==> src/rtl/ps2_keyboard_rx.sv <==
// PS/2 keyboard receive front end: synchronises and filters the raw pins,
// deserialises 11-bit device-to-host frames and strobes out good scan bytes.
module ps2_keyboard_rx #(
    parameter int FILTER_LEN = 8,
    parameter int TIMEOUT    = 24000
) (
    input  logic       clk,
    input  logic       rst,
    input  logic       ps2clk,
    input  logic       ps2data,
    output logic [7:0] scan,
    output logic       scan_received,
    output logic       rx_error
);

    localparam logic [1:0] S_IDLE   = 2'd0;
    localparam logic [1:0] S_DATA   = 2'd1;
    localparam logic [1:0] S_PARITY = 2'd2;
    localparam logic [1:0] S_STOP   = 2'd3;

    localparam int              TO_W     = 21;
    localparam logic [TO_W-1:0] TO_MAX   = TO_W'(TIMEOUT);
    localparam logic [7:0]      FILT_MAX = 8'(FILTER_LEN - 1);

    logic            clk_meta_p0, clk_sync_p1, data_meta_p0, data_sync_p1;
    logic [7:0]      clk_cnt, data_cnt;
    logic            clk_filt_p2, data_filt_p2, clk_filt_d_p3;
    logic            fall;
    logic [1:0]      state;
    logic [2:0]      bit_cnt;
    logic [7:0]      shift_p3;
    logic            parity_bit;
    logic [TO_W-1:0] to_cnt;
    logic            to_hit;
    logic            good_p4;

    // Stage p0/p1: two-flop synchronisers, idle-high
    always_ff @(posedge clk) begin
        if (rst) begin
            clk_meta_p0  <= 1'b1;
            clk_sync_p1  <= 1'b1;
            data_meta_p0 <= 1'b1;
            data_sync_p1 <= 1'b1;
        end else begin
            clk_meta_p0  <= ps2clk;
            clk_sync_p1  <= clk_meta_p0;
            data_meta_p0 <= ps2data;
            data_sync_p1 <= data_meta_p0;
        end
    end

    // Stage p2: level flips only after FILTER_LEN consecutive differing samples
    always_ff @(posedge clk) begin
        if (rst) begin
            clk_cnt     <= 8'd0;
            clk_filt_p2 <= 1'b1;
        end else if (clk_sync_p1 != clk_filt_p2) begin
            if (clk_cnt == FILT_MAX) begin
                clk_filt_p2 <= clk_sync_p1;
                clk_cnt     <= 8'd0;
            end else begin
                clk_cnt <= clk_cnt + 8'd1;
            end
        end else begin
            clk_cnt <= 8'd0;
        end
    end

    always_ff @(posedge clk) begin
        if (rst) begin
            data_cnt     <= 8'd0;
            data_filt_p2 <= 1'b1;
        end else if (data_sync_p1 != data_filt_p2) begin
            if (data_cnt == FILT_MAX) begin
                data_filt_p2 <= data_sync_p1;
                data_cnt     <= 8'd0;
            end else begin
                data_cnt <= data_cnt + 8'd1;
            end
        end else begin
            data_cnt <= 8'd0;
        end
    end

    // Stage p3: falling-edge detect on the filtered clock
    always_ff @(posedge clk) begin
        if (rst) begin
            clk_filt_d_p3 <= 1'b1;
        end else begin
            clk_filt_d_p3 <= clk_filt_p2;
        end
    end

    assign fall   = clk_filt_d_p3 & ~clk_filt_p2;
    assign to_hit = (state != S_IDLE) && (to_cnt == TO_MAX);

    always_ff @(posedge clk) begin
        if (fall && state == S_DATA) begin
            shift_p3 <= {data_filt_p2, shift_p3[7:1]};
        end
    end

    // Stage p4: frame FSM; scan registers one cycle ahead of its strobe
    always_ff @(posedge clk) begin
        if (rst) begin
            state         <= S_IDLE;
            bit_cnt       <= 3'd0;
            parity_bit    <= 1'b0;
            to_cnt        <= '0;
            scan          <= 8'h00;
            good_p4       <= 1'b0;
            scan_received <= 1'b0;
            rx_error      <= 1'b0;
        end else begin
            good_p4       <= 1'b0;
            rx_error      <= 1'b0;
            scan_received <= good_p4;

            if (state == S_IDLE || fall) begin
                to_cnt <= '0;
            end else if (to_cnt != TO_MAX) begin
                to_cnt <= to_cnt + 1'b1;
            end

            if (fall) begin
                case (state)
                    S_IDLE: begin
                        if (!data_filt_p2) begin
                            bit_cnt <= 3'd0;
                            state   <= S_DATA;
                        end
                    end
                    S_DATA: begin
                        bit_cnt <= bit_cnt + 3'd1;
                        if (bit_cnt == 3'd7) begin
                            state <= S_PARITY;
                        end
                    end
                    S_PARITY: begin
                        parity_bit <= data_filt_p2;
                        state      <= S_STOP;
                    end
                    default: begin
                        if (data_filt_p2 && ((^shift_p3) ^ parity_bit)) begin
                            scan    <= shift_p3;
                            good_p4 <= 1'b1;
                        end else begin
                            rx_error <= 1'b1;
                        end
                        state <= S_IDLE;
                    end
                endcase
            end else if (to_hit) begin
                rx_error <= 1'b1;
                state    <= S_IDLE;
            end
        end
    end

endmodule

==> config.mk <==
export PLATFORM = sky130hd
export DESIGN_NAME = ps2_keyboard_rx
export DESIGN_NICKNAME = d
export VERILOG_FILES = /design/src/rtl/ps2_keyboard_rx.sv
export SDC_FILE = /design/constraint.sdc
export NUM_CORES = 1
export LEC_CHECK = 0
export CAP_MARGIN = 20
export CORE_UTILIZATION = 33
export CTS_CLUSTER_DIAMETER = 40
export DETAILED_ROUTE_END_ITERATION = 7
export PLACE_DENSITY = 0.49
export SYNTH_ARGS = -nofsm -noshare
export SYNTH_HDL_FRONTEND = slang
export SYNTH_SLANG_ARGS = --single-unit
==> constraint.sdc <==
create_clock -name clk -period 3.57 [get_ports clk]
set_input_delay 0.714 -clock clk [delete_from_list [all_inputs] [get_ports clk]]
set_output_delay 0.714 -clock clk [all_outputs]
set_load 0.02 [all_outputs]
==> Yosys cells after proc, flatten, opt, wreduce, memory -nomap -nowiden <==
Index checks and enable logic that the tools add are counted.
{ "totals": {"in_bits": 4, "ff_bits": 69, "elab_cells": 73, "output_inout_bits": 10} }
{ "op_classes": {"reduce_logical": 20, "n_eq_ne": 12, "n_addsub": 4, "n_bitwise": 7, "n_mux": 12} }
{ "ops": {"columns": ["op", "count"], "rows": [
  ["21-bit by 1-bit adder with 21-bit output, second input constant", 1],
  ["21-bit by 15-bit equality test with 1-bit output, second input constant", 1],
  ["21-bit by 15-bit inequality test with 1-bit output, second input constant", 1],
  ["8-bit by 1-bit adder with 8-bit output, second input constant", 2],
  ["8-bit by 3-bit equality test with 1-bit output, second input constant", 2],
  ["3-bit AND reduction", 3],
  ["3-bit OR reduction", 3],
  ["2-bit two-way mux", 4],
  ["8-bit parity", 1],
  ["2-bit case mux with 3 select lines", 1],
  ["3-bit case mux with 2 select lines", 1],
  ["2-bit AND reduction", 3],
  ["2-bit nonzero test", 3],
  ["1-bit two-way mux", 5],
  ["1-bit inverter", 5],
  ["5-bit OR reduction", 1],
  ["3-bit by 1-bit adder with 3-bit output, second input constant", 1],
  ["3-bit equality test, second input constant", 1],
  ["1-bit logical AND", 3],
  ["3-bit two-way mux", 1],
  ["3-bit by 2-bit inequality test with 1-bit output, second input constant", 1],
  ["3-bit inequality test, second input constant", 1],
  ["2-bit by 1-bit equality test with 1-bit output, second input constant", 1],
  ["2-bit equality test, second input constant", 1],
  ["other kinds (7)", 8]
]} }

==> Logic depth before layout (Yosys ltp) <==
Gate-level depths: netlist of run 1.
{ "logic_depth": {"word_depth": 6, "depth_mapped": 7, "ltp_nobuf": 7} }

==> Least setup slack after synthesis of run 1 <==
Ideal clock, no wire load.
{ "synth_path": {"kind": "register -> register", "startpoint": "register shift_p3[3]", "endpoint": "register scan[1]", "setup_slack_ns": 1.826, "path_buffers": 1, "required_time_ns": 3.442, "setup_time_ns": 0.128, "path_stages_with_launch": 7, "synth_period_minus_slack_ns": 1.744, "arrival_time_ns": 1.616, "cell_sequence": "edfxtp_1 xor2_1 xnor3_1 mux2_4 buf_6 mux2i_1 nor2_1"} }
{ "synth_via": {"elab_chain_cells": 4} }
{ "synth_rtl": {"columns": ["item", "line_no", "text"], "rows": [
  ["from (decl)", "31", "logic [7:0] shift_p3;"],
  ["from (signal assigned)", "99", "shift_p3 <= {data_filt_p2, shift_p3[7:1]};"],
  ["8-bit parity", "144", "if (data_filt_p2 && ((^shift_p3) ^ parity_bit)) begin"],
  ["1-bit bitwise XOR", "144", null],
  ["1-bit logical AND", "144", null],
  ["3-bit AND reduction (no line)", null, null],
  ["to (signal assigned)", "145", "scan <= shift_p3;"],
  ["to (decl)", "11", "output logic [7:0] scan,"]
]} }
Every way passes these cells.
A chain may end at the register's enable or synchronous reset.

==> Worst setup path in the final report of run 1 <==
{ "layout_path": {"startpoint": "register scan[3]", "endpoint": "output scan[3]"} }
No word-level cell between the ends.

==> flow_summary_export.csv, run 1 <==
group,metric,value,unit
outcome,outcome,"finished clean",
synth,syn_inst,305,
timing,setup_violations,0,
synth,synth_nets,320,
layout,fin_util,0.395,
setup_path,startpoint_type,"flop",
clock_network,post_cts_buffers,0,
floorplanning,initial_core_util,0.340,
layout,layoutNonFillerInstCount,433,
timing,tns,0,ps
layout,final-seq-area,0.00146,mm^2
pwr,vdd_drop_max,0.247,mV
timing,fmax,496,MHz
route,routed_wl,4960,um
timing,worst_pin_slew,746,ps
setup_path,path_max_fanout,2,
floorplanning,fp.dieH,96.8,um
grt,top_usage_layer,"met2",
layout,nets,335,
synth,seq_area_frac_synth,0.492,
floorplanning,die_x,96.8,um
layout,drive_above_1_share,0.0769,
route,wl_per_cell,11.5,um
synth,ys_warn_count,0,
clock_network,cts_inserted_buffers,9,
synth,syn_area_per_cell,9.73,um^2
clock_network,hold_buffers,0,
clock_network,numClockSinks,69,
layout,fill_cells,861,
timing,final_hold_viol_count,0,
layout,antenna_cells,0,
grt,use_met1,0.153,
grt,grtUsageTotal,0.119,
layout,multi_input_area,0.00142,mm^2
setup_path,cp_top_family,"buffers and inverters",
pwr,p_leak,0.00124,uW
clock_network,post_cts_resized,0,
grt,antenna_found_initial,0,
route,dr.first_iter.drc_count,62,
timing,rsz0062_at_grt,"false",
clock_network,clockRootBuffer,"clkbuf_8",
placement,numPortBuffers,13,
route,dr.pass1.iters,5,
setup_path,crit_type,"flop to output port",
timing,clock_skew,10.1,ps
synth,yosys.cell_count.top_type,"dfxtp_1",
synth,ys_ff_latch,69,
placement,dp.cells,417,
setup_path,crit_path_end_kind,"output port",
setup_path,arrival,1300,ps
grt,grt_pass1_wl,8930,um
clock_network,cts_buffer_depth,2,
floorplanning,die_area,0.00938,mm^2
synth,ys_top_cells_by_count,"61 x dfxtp_1, 48 x nor2_1, 19 x xnor2_1",
synth,synth-edff-count,8,
timing,slew_violations,0,
worst_hold_path,worstHoldPathType,"flop to flop",
setup_path,critPathSlowestCell,"clkdlybuf4s50_1",
timing,period_needed,2020,ps
pwr,power_density,456,mW/mm^2
grt,grtUsageMet2,0.177,
route,drc,0,
timing,max_slew_margin,0.503,
synth,netlist_area,0.00297,mm^2
synth,netlist.area_leader.share,0.411,
route,ant_nets,0,
grt,grt_max_degree,24,
grt,grt_pass1_vias,1979,
clock_network,h-tree-depth,3,
setup_path,cp_num_buf_inv,1,
synth,ys.flop_type,"dfxtp_1",
clock_network,path_clk_slew,80,ps
synth,ys_types,35,
grt,globalRouteMet3Util,0.0477,
placement,globalplace.congestion,0.709,
floorplanning,fp.coreArea,0.00872,mm^2
floorplanning,row_count,34,
run,cap_violations,0,
floorplanning,ios,14,
synth,yosys-top-cells-area,"dfxtp_1 41%, edfxtp_1 8.1%, nor2_1 6.1%, xnor2_1 5.6%, xor2_1 5.0%",
synth,synthArstFlopShare,0,
synth,yosysTopAreaCell,"dfxtp_1",
route,vias,2049,
setup_path,path_cells,"clkdlybuf4s50_1",
layout,area_growth,16.2,%
clock_network,cts_tree,"done",
route,via_per_inst,4.73,
timing,timing.final.crit_share,0.565,
placement,hpwlAfterDp,3350,um
grt,grt-ovfl-total,0,
setup_path,critPathRequiredTime,2860,ps
clock_network,clk_latency,340,ps
setup_path,cp_slowest_stage_delay,610,ps
## area by class of cell
class | count | share of cell area
Clock buffer | 12 | 0.0512
Sequential cell | 69 | 0.424
Clock inverter | 4 | 0.0221
Tap cell | 108 | 0.0392
Inverter | 10 | 0.0109
Multi-Input combinational cell | 216 | 0.413
Timing Repair Buffer | 14 | 0.0399
## flip-flops by register name, summed over array words and instances, names as in the netlist, 2 cells and up
| register | flops |
|---|---|
| to_cnt | 21 |
| clk_cnt | 8 |
| data_cnt | 8 |
| scan | 8 |
| shift_p3 | 8 |
| bit_cnt | 3 |
| state | 2 |
## power by group
| group | switching (uW) | leakage, uW | internal (uW) |
|---|---|---|---|
| combinational | 7.28 | 0.000551 | 6.63 |
| sequential | 1.14 | 0.000564 | 784 |
| clock | 297 | 0.000124 | 475 |
| total | 306 | 0.00124 | 1270 |
## stage by stage
stage,area [um^2],worst slack (ps),hold WS (ps),power [uW]
detailed placement,3200,1260,394,818
finish,3450,1550,404,1570
global route,3450,1390,415,1630
CTS,3450,1520,407,1600
floorplan,2970,1830,389,812
global placement,3200,1320,392,817
## routing by layer
layer,wire [um],part of all wire,up-vias
met5,0,0,-
met4,89,0.018,0
met3,178,0.036,10
met2,2160,0.44,24
met1,2540,0.51,950
li1,-,-,1065
## kinds of logic (layout without fill, tap and decap cells)
kind of cell / Yosys count / after routing / synth area share
adder cells (fa/ha/maj): 11 / 11 / 0.0464
multiplexers: 11 / 11 / 0.0388
AND/OR/NAND/NOR: 136 / 136 / 0.233
XOR/XNOR: 38 / 38 / 0.122
buffers and inverters: 20 / 40 / 0.0278
flip-flops: 69 / 69 / 0.492
AO/OA/AOI/OAI: 20 / 20 / 0.0400
## cells in the final DEF (no fill, tap or decap), drive strengths merged, types with 10 or more instances in the layout
| cell type | count |
|---|---|
| dfxtp | 61 |
| nor2 | 48 |
| xnor2 | 19 |
| nand3 | 18 |
| xor2 | 17 |
| clkdlybuf4s50 | 13 |
| nand2 | 12 |
| clkbuf | 12 |
| ha | 11 |
| inv | 10 |
| mux2i | 10 |
## path summary, 6_finish.rpt
check / from / end / slack [ps] / depth (start not counted)
worst max register to register: clk_filt_p2 / rx_error / 1660 / 3
worst min register to register: clk_meta_p0 / clk_sync_p1 / 400 / 1
worst max-delay path: scan[3] / scan[3] / 1550 / 1
worst min-delay path: clk_meta_p0 / clk_sync_p1 / 400 / 1
Power figures use the tool's default switching activity.
==> run 2: changes to the inputs <==
--- a/config.mk
+++ b/config.mk
@@ -9,7 +9,7 @@
 export CORE_UTILIZATION = 33
 export CTS_CLUSTER_DIAMETER = 40
 export DETAILED_ROUTE_END_ITERATION = 7
-export PLACE_DENSITY = 0.49
+export PLACE_DENSITY = 0.51
 export SYNTH_ARGS = -nofsm -noshare
 export SYNTH_HDL_FRONTEND = slang
 export SYNTH_SLANG_ARGS = --single-unit
==> constraint.sdc (replaced) <==
create_clock -name clk -period 1.8 [get_ports clk]
set_input_delay 0.36 -clock clk [delete_from_list [all_inputs] [get_ports clk]]
set_output_delay 0.36 -clock clk [all_outputs]
set_load 0.02 [all_outputs]
==> run 2 against run 1 <==
Die area is the same. Clock power rose by 68%. Register-to-register slack worse by 1700 ps. Worst hold slack improved by 6.9 ps.
==> flow_summary_export.csv, run 2 (synthesis gave the netlist of run 1 again) <==
group,metric,value,unit
route,vias,2070,
clock_network,clockRootBuffer,"clkbuf_8",
layout,area_growth,19.0,%
floorplanning,die_area,0.00938,mm^2
floorplanning,row_count,34,
placement,hpwlAfterDp,3640,um
timing,clock_skew,8.68,ps
route,drc,0,
placement,globalplace.congestion,0.737,
floorplanning,initial_core_util,0.340,
grt,grt_max_degree,15,
route,ant_nets,0,
timing,setup_violations,0,
layout,nets,351,
route,dr.first_iter.drc_count,46,
placement,numPortBuffers,13,
layout,most-common-layout-cells,"61 x dfxtp_1, 48 x nor2_1, 18 x xnor2_1, 18 x nand3_1",
timing,fin_ws,10.0,ps
timing,whs,411,ps
setup_path,arrival,2020,ps
route,via_per_inst,4.61,
pwr,vdd_drop_max,0.315,mV
outcome,outcome,"finished clean",
grt,grtUsageTotal,0.120,
run,cap_violations,0,
clock_network,numClockSinks,69,
setup_path,regToRegStartpoint,"shift_p3[4]",
setup_path,critPathSlowestCell,"xnor3_1",
floorplanning,fp.coreArea,0.00872,mm^2
grt,grt_pass1_wl,9040,um
route,dr.pass1.iters,4,
route,topRoutingLayerUsed,"met4",
clock_network,clk_latency,340,ps
setup_path,cp_num_buf_inv,0,
layout,largest_register,"to_cnt",
placement,pre_cts_ws,29.9,ps
grt,grt-ovfl-total,0,
layout,largest_reg_flops,21,
layout,antenna_cells,0,
worst_hold_path,min_from,"clk_meta_p0",
setup_path,crit_type,"flop to flop",
grt,antenna_found_initial,0,
setup_path,path_cells,"xor2_1 > xnor3_1 > mux2_4 > mux2i_1 > nor2_1",
worst_hold_path,whs_endpoint,"clk_sync_p1",
route,m1WireLength,2650,um
pwr,power_density,818,mW/mm^2
setup_path,path_max_fanout,8,
setup_path,cp_top_family,"XOR/XNOR gates",
timing,final_hold_viol_count,0,
timing,fmax,559,MHz
setup_path,rr_endpoint,"scan[4]",
clock_network,cts_buffer_depth,2,
grt,grt_pass1_vias,2016,
setup_path,critPathRequiredTime,2030,ps
timing,timing.final.crit_share,0.994,
clock_network,path_clk_slew,70,ps
setup_path,crit_path_end_kind,"flop",
route,wl_met2,2250,um
timing,max_slew_margin,0.746,
route,wl_per_cell,11.4,um
timing,slew_violations,0,
setup_path,startpoint_type,"flop",
clock_network,cts_tree,"done",
worst_hold_path,min_path_cells,1,
timing,worst_pin_slew,378,ps
floorplanning,fp.dieH,96.8,um
route,wl_met3,168,um
floorplanning,die_x,96.8,um
floorplanning,ios,14,
layout,drive_above_1_share,0.117,
clock_network,cts_inserted_buffers,9,
setup_path,reg2reg_slack,10,ps
setup_path,cp_slowest_stage_delay,460,ps
pwr,p_leak,0.00130,uW
layout,layout_commonest_cell,"dfxtp_1",
clock_network,h-tree-depth,3,
route,routed_wl,5140,um
setup_path,r2r_cells,5,
worst_hold_path,worstHoldPathType,"flop to flop",
timing,rsz0062_at_grt,"true",
timing,period_needed,1790,ps
[run 2: final cells by class]
type / instances / area (um^2)
Inverter: 10 / 37.5
Timing Repair Buffer: 30 / 258
Clock buffer: 15 / 176
Tap cell: 108 / 135
Fill cell: 845 / 5190
Clock inverter: 1 / 30.0
Sequential cell: 69 / 1460
Multi-Input combinational cell: 216 / 1430
[run 2: per-layer routing]
layer,up-vias,global-route usage
met2,23,0.175
met4,0,0.0482
met5,-,0
met1,939,0.161
li1,1100,-
met3,8,0.0434
[run 2: through the flow]
stage               cell area, um^2  cells  total power [uW]  setup TNS, ps  utilization
floorplan                      2970    305              1610              0            -
global placement               3310    432              1630              0        0.379
detailed placement             3310    432              1630              0        0.379
CTS                            3510    448              2940              0        0.403
global route                   3530    449              3010           -536        0.405
finish                         3530    449              2890              0        0.405
[run 2: worst max path at each step]
stage                startpoint      end  slack (ps)  depth (start not counted)
detailed placement  shift_p3[3]  scan[6]          30                          5
floorplan           shift_p3[3]  scan[1]          60                          6
finish              shift_p3[4]  scan[4]          10                          5
global route        shift_p3[4]  scan[4]         -90                          5
global placement    shift_p3[3]  scan[6]          60                          5
CTS                 shift_p3[3]  scan[4]          10                          5
[run 2: where the power goes]
group | switching [uW] | internal (uW) | leakage [uW]
clock | 541 | 756 | 0.000104
combinational | 15.6 | 16.7 | 0.000633
sequential | 2.44 | 1560 | 0.000564
[run 2: what timing repair did]
action / CTS / global route
hold buffers: 0 / 0
resized for setup: 0 / 2
setup endpoints to repair: 0 / 9
setup buffers: 0 / 1
==> run 3: changes to the inputs <==
--- a/config.mk
+++ b/config.mk
@@ -6,10 +6,13 @@
 export NUM_CORES = 1
 export LEC_CHECK = 0
 export CAP_MARGIN = 20
+export CORE_MARGIN = 2
 export CORE_UTILIZATION = 33
 export CTS_CLUSTER_DIAMETER = 40
 export DETAILED_ROUTE_END_ITERATION = 7
+export MAX_ROUTING_LAYER = met4
 export PLACE_DENSITY = 0.51
 export SYNTH_ARGS = -nofsm -noshare
 export SYNTH_HDL_FRONTEND = slang
 export SYNTH_SLANG_ARGS = --single-unit
+export TNS_END_PERCENT = 5
==> run 3 against run 2 <==
Sequential power barely moved. Global-route usage barely moved. Combinational power barely moved. Clock-buffer cell count fell by 5. Setup slack improved by 7.2 ps. Largest cell class unchanged. Core utilization rose by 0.20 points. Clock power barely moved. Maximum frequency rose by 0.40%. First-iteration DRC count fell by 2.2%. Clock skew fell by 1.2 ps. Die area rose by 4.2%.
==> flow_summary_export.csv, run 3 (synthesis gave the netlist of run 1 again) <==
group,metric,value,unit
route,via_per_inst,4.69,
setup_path,cp_slowest_stage_delay,450,ps
setup_path,worstSetupEndpoint,"scan[6]",
floorplanning,initial_core_util,0.340,
worst_hold_path,worstHoldPathType,"flop to flop",
route,routed_wl,5080,um
timing,clock_skew,7.52,ps
layout,layoutNonFillerInstCount,450,
layout,most-common-layout-cells,"61 x dfxtp_1, 48 x nor2_1, 18 x nand3_1, 18 x buf_4",
setup_path,crit_type,"flop to flop",
layout,fill_cells,849,
timing,max_slew_margin,0.744,
pwr,vdd_drop_max,0.391,mV
timing,rsz0062_at_grt,"true",
layout,largest_reg_flops,21,
layout,area_growth,19.6,%
layout,largest_register,"to_cnt",
clock_network,clk_latency,340,ps
pwr,power_density,813,mW/mm^2
grt,grtUsageTotal,0.120,
timing,fin_ws,17.2,ps
clock_network,h-tree-depth,3,
route,dr.first_iter.drc_count,45,
setup_path,path_max_fanout,8,
setup_path,reg2reg_slack,20,ps
floorplanning,die_area,0.00977,mm^2
floorplanning,fp.dieH,98.8,um
layout,nets,352,
placement,numPortBuffers,13,
layout,antenna_cells,0,
timing,worst_pin_slew,381,ps
setup_path,cp_top_family,"XOR/XNOR gates",
clock_network,cts_inserted_buffers,9,
grt,grt_pass1_wl,9160,um
setup_path,critPathSlowestCell,"xnor3_1",
placement,globalplace.congestion,0.731,
timing,whs,410,ps
pwr,power,2890,uW
layout,layout_commonest_cell,"dfxtp_1",
clock_network,clockRootBuffer,"clkbuf_8",
clock_network,path_clk_slew,70,ps
route,ant_nets,0,
setup_path,arrival,2010,ps
route,drc,0,
route,dr.pass1.iters,4,
clock_network,cts_buffer_depth,2,
floorplanning,ios,14,
setup_path,critPathRequiredTime,2030,ps
setup_path,rr_endpoint,"scan[6]",
timing,period_needed,1780,ps
timing,setup_violations,0,
setup_path,crit_path_end_kind,"flop",
outcome,outcome,"finished clean",
placement,hpwlAfterDp,3620,um
floorplanning,fp.coreArea,0.00872,mm^2
setup_path,crit_start,"shift_p3[6]",
setup_path,r2r_cells,5,
clock_network,numClockSinks,69,
grt,grt-ovfl-total,0,
route,wl_per_cell,11.3,um
setup_path,path_depth,5,
grt,grt_pass1_vias,2008,
setup_path,path_cells,"xnor2_2 > xnor3_1 > mux2_4 > mux2i_1 > nor2_1",
timing,slew_violations,0,
grt,grt_max_degree,15,
setup_path,cp_num_buf_inv,0,
setup_path,startpoint_type,"flop",
timing,tns,0,ps
floorplanning,die_x,98.8,um
pwr,p_leak,0.00131,uW
route,vias,2112,
timing,final_hold_viol_count,0,
setup_path,regToRegStartpoint,"shift_p3[6]",
grt,antenna_found_initial,0,
placement,dp.cells,433,
clock_network,cts_tree,"done",
run,cap_violations,0,
timing,timing.final.crit_share,0.990,
layout,drive_above_1_share,0.129,
timing,fmax,561,MHz
placement,pre_cts_ws,43.0,ps
clock_network,hold_buffers,0,
floorplanning,row_count,34,
==> run 3: what timing repair did <==
action / CTS / global route
buffers inserted: 0 / 1
hold endpoints to repair: 0 / 0
endpoints found under the setup margin: 0 / 10
gates resized for setup: 0 / 3
==> run 3: report_power, final <==
| group | switching (uW) | total (uW) | internal (uW) | leakage [uW] |
|---|---|---|---|---|
| sequential | 2.36 | 1560 | 1560 | 0.000564 |
| combinational | 15.6 | 32.2 | 16.6 | 0.000642 |
| clock | 579 | 1300 | 717 | 0.000105 |
| total | 597 | 2890 | 2290 | 0.00131 |
==> run 3: worst min path at each step <==
stage                  from            to  slack (ps)  depth (start not counted)
6_report       data_meta_p0  data_sync_p1         410                          1
5_1_grt        data_meta_p0  data_sync_p1         430                          1
4_1_cts        data_meta_p0  data_sync_p1         410                          1
3_5_place_dp    clk_meta_p0   clk_sync_p1         390                          1
3_3_place_gp    clk_meta_p0   clk_sync_p1         390                          1
2_1_floorplan   clk_meta_p0   clk_sync_p1         390                          1
==> run 3: layout make-up <==
| class | instances | area [um^2] | share of cell area |
|---|---|---|---|
| clock inverters | 6 | 60.1 | 0.0169 |
| well taps | 108 | 135 | 0.0381 |
| multi-input cells | 216 | 1440 | 0.406 |
| flip-flops and latches | 69 | 1460 | 0.412 |
| repair buffers | 31 | 265 | 0.0748 |
| inverters | 10 | 37.5 | 0.0106 |
| clock buffers | 10 | 149 | 0.0420 |
==> run 3: metal layers <==
layer  up-vias  GRT usage  share of wire
li1       1100          -              -
met1       979      0.159           0.53
met2        27      0.167           0.43
met3         6     0.0362          0.029
met4         0     0.0537          0.013
met5         -          -              0
==> run 3: worst register-to-register path: stages, from the launching register on <==
cell and delay, ps:
edfxtp_1 430, xnor2_2 170, xnor3_1 450, mux2_4 400
mux2i_1 180, nor2_1 50
==> run 3: stage by stage <==
step / cell area [um^2] / utilization
after floorplan: 2970 / -
after global placement: 3320 / 0.380
after detailed placement: 3320 / 0.380
after CTS: 3520 / 0.404
after global routing: 3550 / 0.407
final: 3550 / 0.407
